===== config.mk =====
export PLATFORM = sky130hd
export DESIGN_NAME = exe_stage_mc
export DESIGN_NICKNAME = d
export VERILOG_FILES = /design/src/rtl/exe_pkg.sv /design/src/rtl/alu_w.sv /design/src/rtl/exe_stage_mc.sv
export SDC_FILE = /design/constraint.sdc
export NUM_CORES = 1
export LEC_CHECK = 0
export BUFFER_PORTS_ARGS = -buffer_cell sky130_fd_sc_hd__clkbuf_2
export CORE_UTILIZATION = 56
export CTS_CLUSTER_DIAMETER = 200
export DETAILED_ROUTE_END_ITERATION = 7
export PLACE_DENSITY = 0.78
export SLEW_MARGIN = 20
export SYNTH_ARGS = -nofsm -noshare
export SYNTH_HDL_FRONTEND = slang
export SYNTH_SLANG_ARGS = --single-unit

===== constraint.sdc =====
create_clock -name Clk -period 4.7 [get_ports Clk]
set_clock_uncertainty 0.15 [all_clocks]
set_input_delay 0.47 -clock Clk [delete_from_list [all_inputs] [get_ports Clk]]
set_output_delay 0.47 -clock Clk [all_outputs]
set_load 0.02 [all_outputs]

===== src/rtl/exe_pkg.sv =====
// Shared definitions for the multi-cycle execute stage: opcode encodings,
// FSM state type and a few sizing constants used by the stage and its ALU.
package exe_pkg;

    localparam int OP_W = 4;
    localparam int RD_W = 5;

    typedef enum logic [OP_W-1:0] {
        OP_ADDU = 4'd0,
        OP_ADD  = 4'd1,
        OP_SUB  = 4'd2,
        OP_SUBU = 4'd3,
        OP_AND  = 4'd4,
        OP_OR   = 4'd5,
        OP_SLT  = 4'd6,
        OP_SLTU = 4'd7,
        OP_MUL  = 4'd8
    } op_e;

    typedef enum logic {
        ST_IDLE = 1'b0,
        ST_MUL  = 1'b1
    } state_e;

endpackage


===== src/rtl/alu_w.sv =====
// Single-cycle combinational datapath of the execute stage. Produces the
// WIDTH-bit result, signed overflow for ADD/SUB, and a flag telling whether
// the opcode is one this ALU implements (reserved codes yield zero).
module alu_w
    import exe_pkg::*;
#(
    parameter int WIDTH = 32
) (
    input  logic [WIDTH-1:0] i_a,
    input  logic [WIDTH-1:0] i_b,
    input  logic [OP_W-1:0]  i_op,
    output logic [WIDTH-1:0] o_result,
    output logic             o_overflow,
    output logic             o_legal
);

    logic [WIDTH-1:0] w_sum;
    logic [WIDTH-1:0] w_diff;
    logic             w_slt;
    logic             w_sltu;

    assign w_sum  = i_a + i_b;
    assign w_diff = i_a - i_b;
    assign w_slt  = $signed(i_a) < $signed(i_b);
    assign w_sltu = i_a < i_b;

    // Select the result for the current opcode; overflow only for signed add/sub.
    always_comb begin
        o_result   = '0;
        o_overflow = 1'b0;
        o_legal    = 1'b1;
        case (i_op)
            OP_ADDU: o_result = w_sum;
            OP_ADD: begin
                o_result   = w_sum;
                o_overflow = (i_a[WIDTH-1] == i_b[WIDTH-1]) &&
                             (w_sum[WIDTH-1] != i_a[WIDTH-1]);
            end
            OP_SUB: begin
                o_result   = w_diff;
                o_overflow = (i_a[WIDTH-1] != i_b[WIDTH-1]) &&
                             (w_diff[WIDTH-1] != i_a[WIDTH-1]);
            end
            OP_SUBU: o_result = w_diff;
            OP_AND:  o_result = i_a & i_b;
            OP_OR:   o_result = i_a | i_b;
            OP_SLT:  o_result = {{(WIDTH-1){1'b0}}, w_slt};
            OP_SLTU: o_result = {{(WIDTH-1){1'b0}}, w_sltu};
            default: o_legal  = 1'b0;
        endcase
    end

endmodule


===== src/rtl/exe_stage_mc.sv =====
// Multi-cycle execute stage. Single-cycle ALU ops land in the output
// register one cycle after acceptance; MUL runs a one-bit-per-cycle
// shift-add multiplier for WIDTH cycles before writing the output register.
// The output register has its own valid bit and a ready/valid handshake.
module exe_stage_mc
    import exe_pkg::*;
#(
    parameter int WIDTH  = 32,
    parameter int MUL_EN = 1
) (
    input  logic             Clk,
    input  logic             Reset,
    input  logic             In_Valid,
    output logic             In_Ready,
    input  logic [WIDTH-1:0] In_A,
    input  logic [WIDTH-1:0] In_B,
    input  logic [OP_W-1:0]  In_Op,
    input  logic             In_RegWr,
    input  logic [RD_W-1:0]  In_Rd,
    input  logic             Flush,
    output logic             Out_Valid,
    input  logic             Out_Ready,
    output logic [WIDTH-1:0] Out_Result,
    output logic             Out_Zero,
    output logic             Out_Overflow,
    output logic             Out_RegWr,
    output logic [RD_W-1:0]  Out_Rd,
    output logic             Busy
);

    localparam int CNT_W = $clog2(WIDTH + 1);
    // Counter value at which the final multiplier step is performed.
    localparam logic [CNT_W-1:0] LAST_ITER = CNT_W'(WIDTH - 1);
    // Counter value meaning "all steps done, waiting for output space".
    localparam logic [CNT_W-1:0] DONE_ITER = CNT_W'(WIDTH);

    state_e           r_state;
    logic [CNT_W-1:0] r_count;
    logic [WIDTH-1:0] r_mcand;
    logic [WIDTH-1:0] r_mplier;
    logic [WIDTH-1:0] r_acc;
    logic             r_mulRegWr;
    logic [RD_W-1:0]  r_mulRd;
    logic             r_busy;

    logic             r_outValid;
    logic [WIDTH-1:0] r_outResult;
    logic             r_outZero;
    logic             r_outOvf;
    logic             r_outRegWr;
    logic [RD_W-1:0]  r_outRd;

    logic             w_outSpace;
    logic             w_inReady;
    logic             w_accept;
    logic             w_isMul;
    logic [OP_W-1:0]  w_aluOp;
    logic [WIDTH-1:0] w_aluResult;
    logic             w_aluOvf;
    logic             w_aluLegal;
    logic             w_aluRegWr;
    logic [WIDTH-1:0] w_partial;
    logic [WIDTH-1:0] w_accNext;
    logic [WIDTH-1:0] w_mulFinal;
    logic             w_mulDone;

    // Output register is free if empty or being consumed this cycle.
    assign w_outSpace = ~r_outValid | Out_Ready;
    assign w_inReady  = (r_state == ST_IDLE) & ~Flush & w_outSpace;
    assign w_accept   = In_Valid & w_inReady;

    // With the multiplier compiled out, MUL is executed as ADDU.
    assign w_isMul = (MUL_EN != 0) && (In_Op == OP_MUL);
    assign w_aluOp = ((MUL_EN == 0) && (In_Op == OP_MUL)) ? OP_ADDU : In_Op;

    alu_w #(
        .WIDTH(WIDTH)
    ) u_alu (
        .i_a       (In_A),
        .i_b       (In_B),
        .i_op      (w_aluOp),
        .o_result  (w_aluResult),
        .o_overflow(w_aluOvf),
        .o_legal   (w_aluLegal)
    );

    assign w_aluRegWr = In_RegWr & w_aluLegal & ~w_aluOvf;

    // One shift-add step: add the shifted multiplicand when the current
    // multiplier bit is set.
    assign w_partial = r_mplier[0] ? r_mcand : '0;
    assign w_accNext = r_acc + w_partial;

    // If the final step already ran while stalled, the product sits in r_acc.
    assign w_mulFinal = (r_count == DONE_ITER) ? r_acc : w_accNext;
    assign w_mulDone  = (r_state == ST_MUL) && (r_count >= LAST_ITER) && w_outSpace;

    // Control FSM and iterative multiplier; Flush aborts any MUL in progress.
    always_ff @(posedge Clk or posedge Reset) begin
        if (Reset) begin
            r_state    <= ST_IDLE;
            r_count    <= '0;
            r_mcand    <= '0;
            r_mplier   <= '0;
            r_acc      <= '0;
            r_mulRegWr <= 1'b0;
            r_mulRd    <= '0;
            r_busy     <= 1'b0;
        end else if (Flush) begin
            r_state <= ST_IDLE;
            r_count <= '0;
            r_busy  <= 1'b0;
        end else begin
            case (r_state)
                ST_IDLE: begin
                    if (w_accept && w_isMul) begin
                        r_state    <= ST_MUL;
                        r_busy     <= 1'b1;
                        r_count    <= '0;
                        r_mcand    <= In_A;
                        r_mplier   <= In_B;
                        r_acc      <= '0;
                        r_mulRegWr <= In_RegWr;
                        r_mulRd    <= In_Rd;
                    end
                end
                ST_MUL: begin
                    if (w_mulDone) begin
                        r_state <= ST_IDLE;
                        r_busy  <= 1'b0;
                        r_count <= '0;
                    end else if (r_count < DONE_ITER) begin
                        r_acc    <= w_accNext;
                        r_mcand  <= r_mcand << 1;
                        r_mplier <= r_mplier >> 1;
                        r_count  <= r_count + CNT_W'(1);
                    end
                end
                default: begin
                    r_state <= ST_IDLE;
                    r_busy  <= 1'b0;
                end
            endcase
        end
    end

    // Output register: loaded by a finishing MUL or an accepted ALU op,
    // emptied when consumed or flushed, otherwise held unchanged.
    always_ff @(posedge Clk or posedge Reset) begin
        if (Reset) begin
            r_outValid  <= 1'b0;
            r_outResult <= '0;
            r_outZero   <= 1'b0;
            r_outOvf    <= 1'b0;
            r_outRegWr  <= 1'b0;
            r_outRd     <= '0;
        end else if (Flush) begin
            r_outValid <= 1'b0;
        end else if (w_mulDone) begin
            r_outValid  <= 1'b1;
            r_outResult <= w_mulFinal;
            r_outZero   <= (w_mulFinal == '0);
            r_outOvf    <= 1'b0;
            r_outRegWr  <= r_mulRegWr;
            r_outRd     <= r_mulRd;
        end else if (w_accept && !w_isMul) begin
            r_outValid  <= 1'b1;
            r_outResult <= w_aluResult;
            r_outZero   <= (w_aluResult == '0);
            r_outOvf    <= w_aluOvf;
            r_outRegWr  <= w_aluRegWr;
            r_outRd     <= In_Rd;
        end else if (Out_Ready) begin
            r_outValid <= 1'b0;
        end
    end

    assign In_Ready     = w_inReady;
    assign Out_Valid    = r_outValid;
    assign Out_Result   = r_outResult;
    assign Out_Zero     = r_outZero;
    assign Out_Overflow = r_outOvf;
    assign Out_RegWr    = r_outRegWr;
    assign Out_Rd       = r_outRd;
    assign Busy         = r_busy;

endmodule


==> flow_metrics.tcl <==
set metrics [dict create \
    status "finished, final reports clean" \
    ioPinCount 122 \
    cts_root_buf "clkbuf_16" \
    synth_area_um2 14300 \
    crit_path_end_kind "flop" \
    ys_seq_elements 151 \
    finalPower_mw 4.50 \
    core_um2 25200 \
    fmax_mhz 225 \
    worstMarginPinSlew_ns 1.00 \
    grt_setup_unrepaired "no" \
    post_cts_buffers 0 \
    antenna_found_initial 1 \
    clk-insertion-delay-late_ns 0.45 \
    die_h_um 162 \
    drt-initial-drc-count 1674 \
    netlist_top_cells_area "dfrtp_1 26%, ha_1 12%, mux2i_1 5.8%" \
    cp_max_fo 19 \
    report.final.setup_viol 0 \
    timing.final.crit_share 0.947 \
    cap_violations 0 \
    dr_wl_met2_um 21600 \
    postSynthAreaPerCell_um2 8.10 \
    initial_core_util 0.569 \
    drive_above_1_share 0.125 \
    syn_nets 1989 \
    cp.required_ns 4.86 \
    htreeDepth 4 \
    slew_headroom 0.333 \
    cp.arrival_ns 4.61 \
    cts_buffers 17 \
    crit_type "reg2reg" \
    crit_chain "and2_1, ha_1, fa_1, nand3_1, a21oi_1, a221oi_1, o21ai_0, a21oi_1, o21ai_0, a311oi_1, xnor2_1, mux2i_1, a22oi_1, o31ai_2" \
    dpl.hpwl_um 37700 \
    fin_cells 2176 \
    dr.pass1.iters 6 \
    dp_slack_ns 0.361 \
    slowest_stage "dfrtp_1" \
    max_stage_delay_ns 0.56 \
    ant_nets 0 \
    grt_usage 0.376 \
    clk_path_buf_depth 2 \
    routed_wl_um 49100 \
    post_cts_resized 0 \
    cts_tree "yes" \
    ys_async_sr_fraction 1.00 \
    yosysMostFrequentCell "nand2_1" \
    die_width_um 162 \
    grt_pass1_wl_um 75900 \
    ys_warn_count 0 \
    globalplace.congestion 0.993 \
    fin_tns_setup_ns 0 \
    rows 58 \
    num-nets-final 2050 \
    ys.flop_type "dfrtp_1" \
    startpoint_type "flop" \
    port_buffers 121 \
    grt_max_degree 94 \
    hold_viol 0 \
    layout_min_cycle_time_ns 4.45 \
    viasPerCell 6.50 \
    ys_seq_area_frac 0.264 \
    clock-sinks 151 \
    ys_types 99 \
    met1_length_um 21500 \
    wl_per_cell_um 22.6 \
    powerDensity_nw_per_um2 287 \
    min_path_type "in2reg" \
    clk_pin_slew_ns 0.09 \
    synth_cells 1771 \
    synth_edf_count 0 \
    layout_setup_ws_ns 0.251 \
    dr.max_layer_used "met4" \
    placedCellCount 2142 \
    wl_met3_um 4400 \
    grt_pass1_vias 13400 \
    peakVddDrop_mv 0.241 \
    cp_top_family "compound AO/OA/AOI/OAI gates" \
    via_count 14100 \
    yosysTopAreaCell "dfrtp_1" \
    p_leak_nw 7.27 \
    syn_to_final_growth_pct 9.53 \
    yosysTopAreaCellShare 0.264 \
    grt.overflow.total 0 \
    drc 0 \
    worstPathBufferInverterCount 0 \
    slew_viol_final 0 \
    synth_commonest_cells "212 x nand2_1, 151 x dfrtp_1, 136 x ha_1" \
    dieArea_um2 26300 \
]
path summary, 6_finish.rpt:
kind / start / endpoint / slack, ns / depth (start not counted)
min in group asynchronous: Reset / r_mplier[5]$_DFFE_PP0P_ / 0.52 / 3
min reg2reg: Out_Rd[0]$_DFFE_PP0P_ / Out_Rd[0]$_DFFE_PP0P_ / 0.33 / 2
max reg2reg: r_mplier[0]$_DFFE_PP0P_ / Out_Zero$_DFFE_PP0P_ / 0.25 / 14
max: r_mplier[0]$_DFFE_PP0P_ / Out_Zero$_DFFE_PP0P_ / 0.25 / 14
max in group asynchronous: Reset / Out_Result[26]$_DFFE_PP0P_ / 2.94 / 4
min: In_Rd[1] / Out_Rd[1]$_DFFE_PP0P_ / 0.12 / 3
state kept, by name, summed over array words and instances, names as in the netlist, 5 cells and up:
register	count
r_mcand	32
Out_Rd	5
r_mplier	32
Out_Result	32
r_acc	32
r_count	6
r_mulRd	5
where the power goes:
part / total (mW) / switching, mW / internal, mW
registers: 1.67 / 0.178 / 1.49
clock network: 1.47 / 0.674 / 0.793
logic: 1.37 / 0.874 / 0.491
total: 4.50 / 1.73 / 2.78
layout make-up:
| class | count | area (um2) |
|---|---|---|
| Sequential cell | 151 | 3780 |
| Multi-Input combinational cell | 1403 | 9640 |
| Tap cell | 330 | 413 |
| Fill cell | 2325 | 9480 |
| Clock inverter | 12 | 136 |
| Timing Repair Buffer | 149 | 843 |
| Clock buffer | 20 | 467 |
| Inverter | 110 | 418 |
| Antenna cell | 1 | 2.50 |
per-stage QoR:
stage,hold WS (ns),util,area [um2]
floorplan,0.298,-,14300
global placement,0.307,0.599,15100
detailed placement,0.313,0.599,15100
CTS,0.123,0.624,15700
global route,0.134,0.624,15700
finish,0.124,0.624,15700
placed cells by master (no fill, tap or decap), types with 35 or more instances in the layout:
master / instances
a21oi_1: 127
and2_1: 39
clkbuf_2: 121
dfrtp_1: 150
ha_1: 136
inv_1: 105
mux2i_1: 83
nand2_1: 211
nand3_1: 35
nor2_1: 103
nor3_1: 38
o211ai_1: 35
o21ai_0: 133
xnor2_1: 38
kinds of logic after synthesis:
logic type               synth area share
AND/OR/NAND/NOR                     0.190
AO/OA/AOI/OAI                       0.266
buffers and inverters              0.0647
flip-flops                          0.264
adder cells (fa/ha/maj)             0.123
multiplexers                       0.0634
XOR/XNOR                           0.0293
worst register-to-register path: stages (launching register included):
cell and delay, ns:
dfrtp_1 0.56, and2_1 0.24, ha_1 0.21, fa_1 0.44, nand3_1 0.11, a21oi_1 0.15
a221oi_1 0.48, o21ai_0 0.32, a21oi_1 0.33, o21ai_0 0.23, a311oi_1 0.40, xnor2_1 0.20
mux2i_1 0.19, a22oi_1 0.22, o31ai_2 0.09
what timing repair did:
item | CTS | global route
hold buffers | 1 | 0
hold endpoints to repair | 22 | 0
setup endpoints to repair | 0 | 0
metal layers:
layer	GRT usage	vias to the layer above
met5	0	-
met4	0.138	0
met3	0.0751	113
met2	0.577	666
met1	0.523	6792
li1	-	6578
No activity file was read; power rests on OpenSTA's default activity.
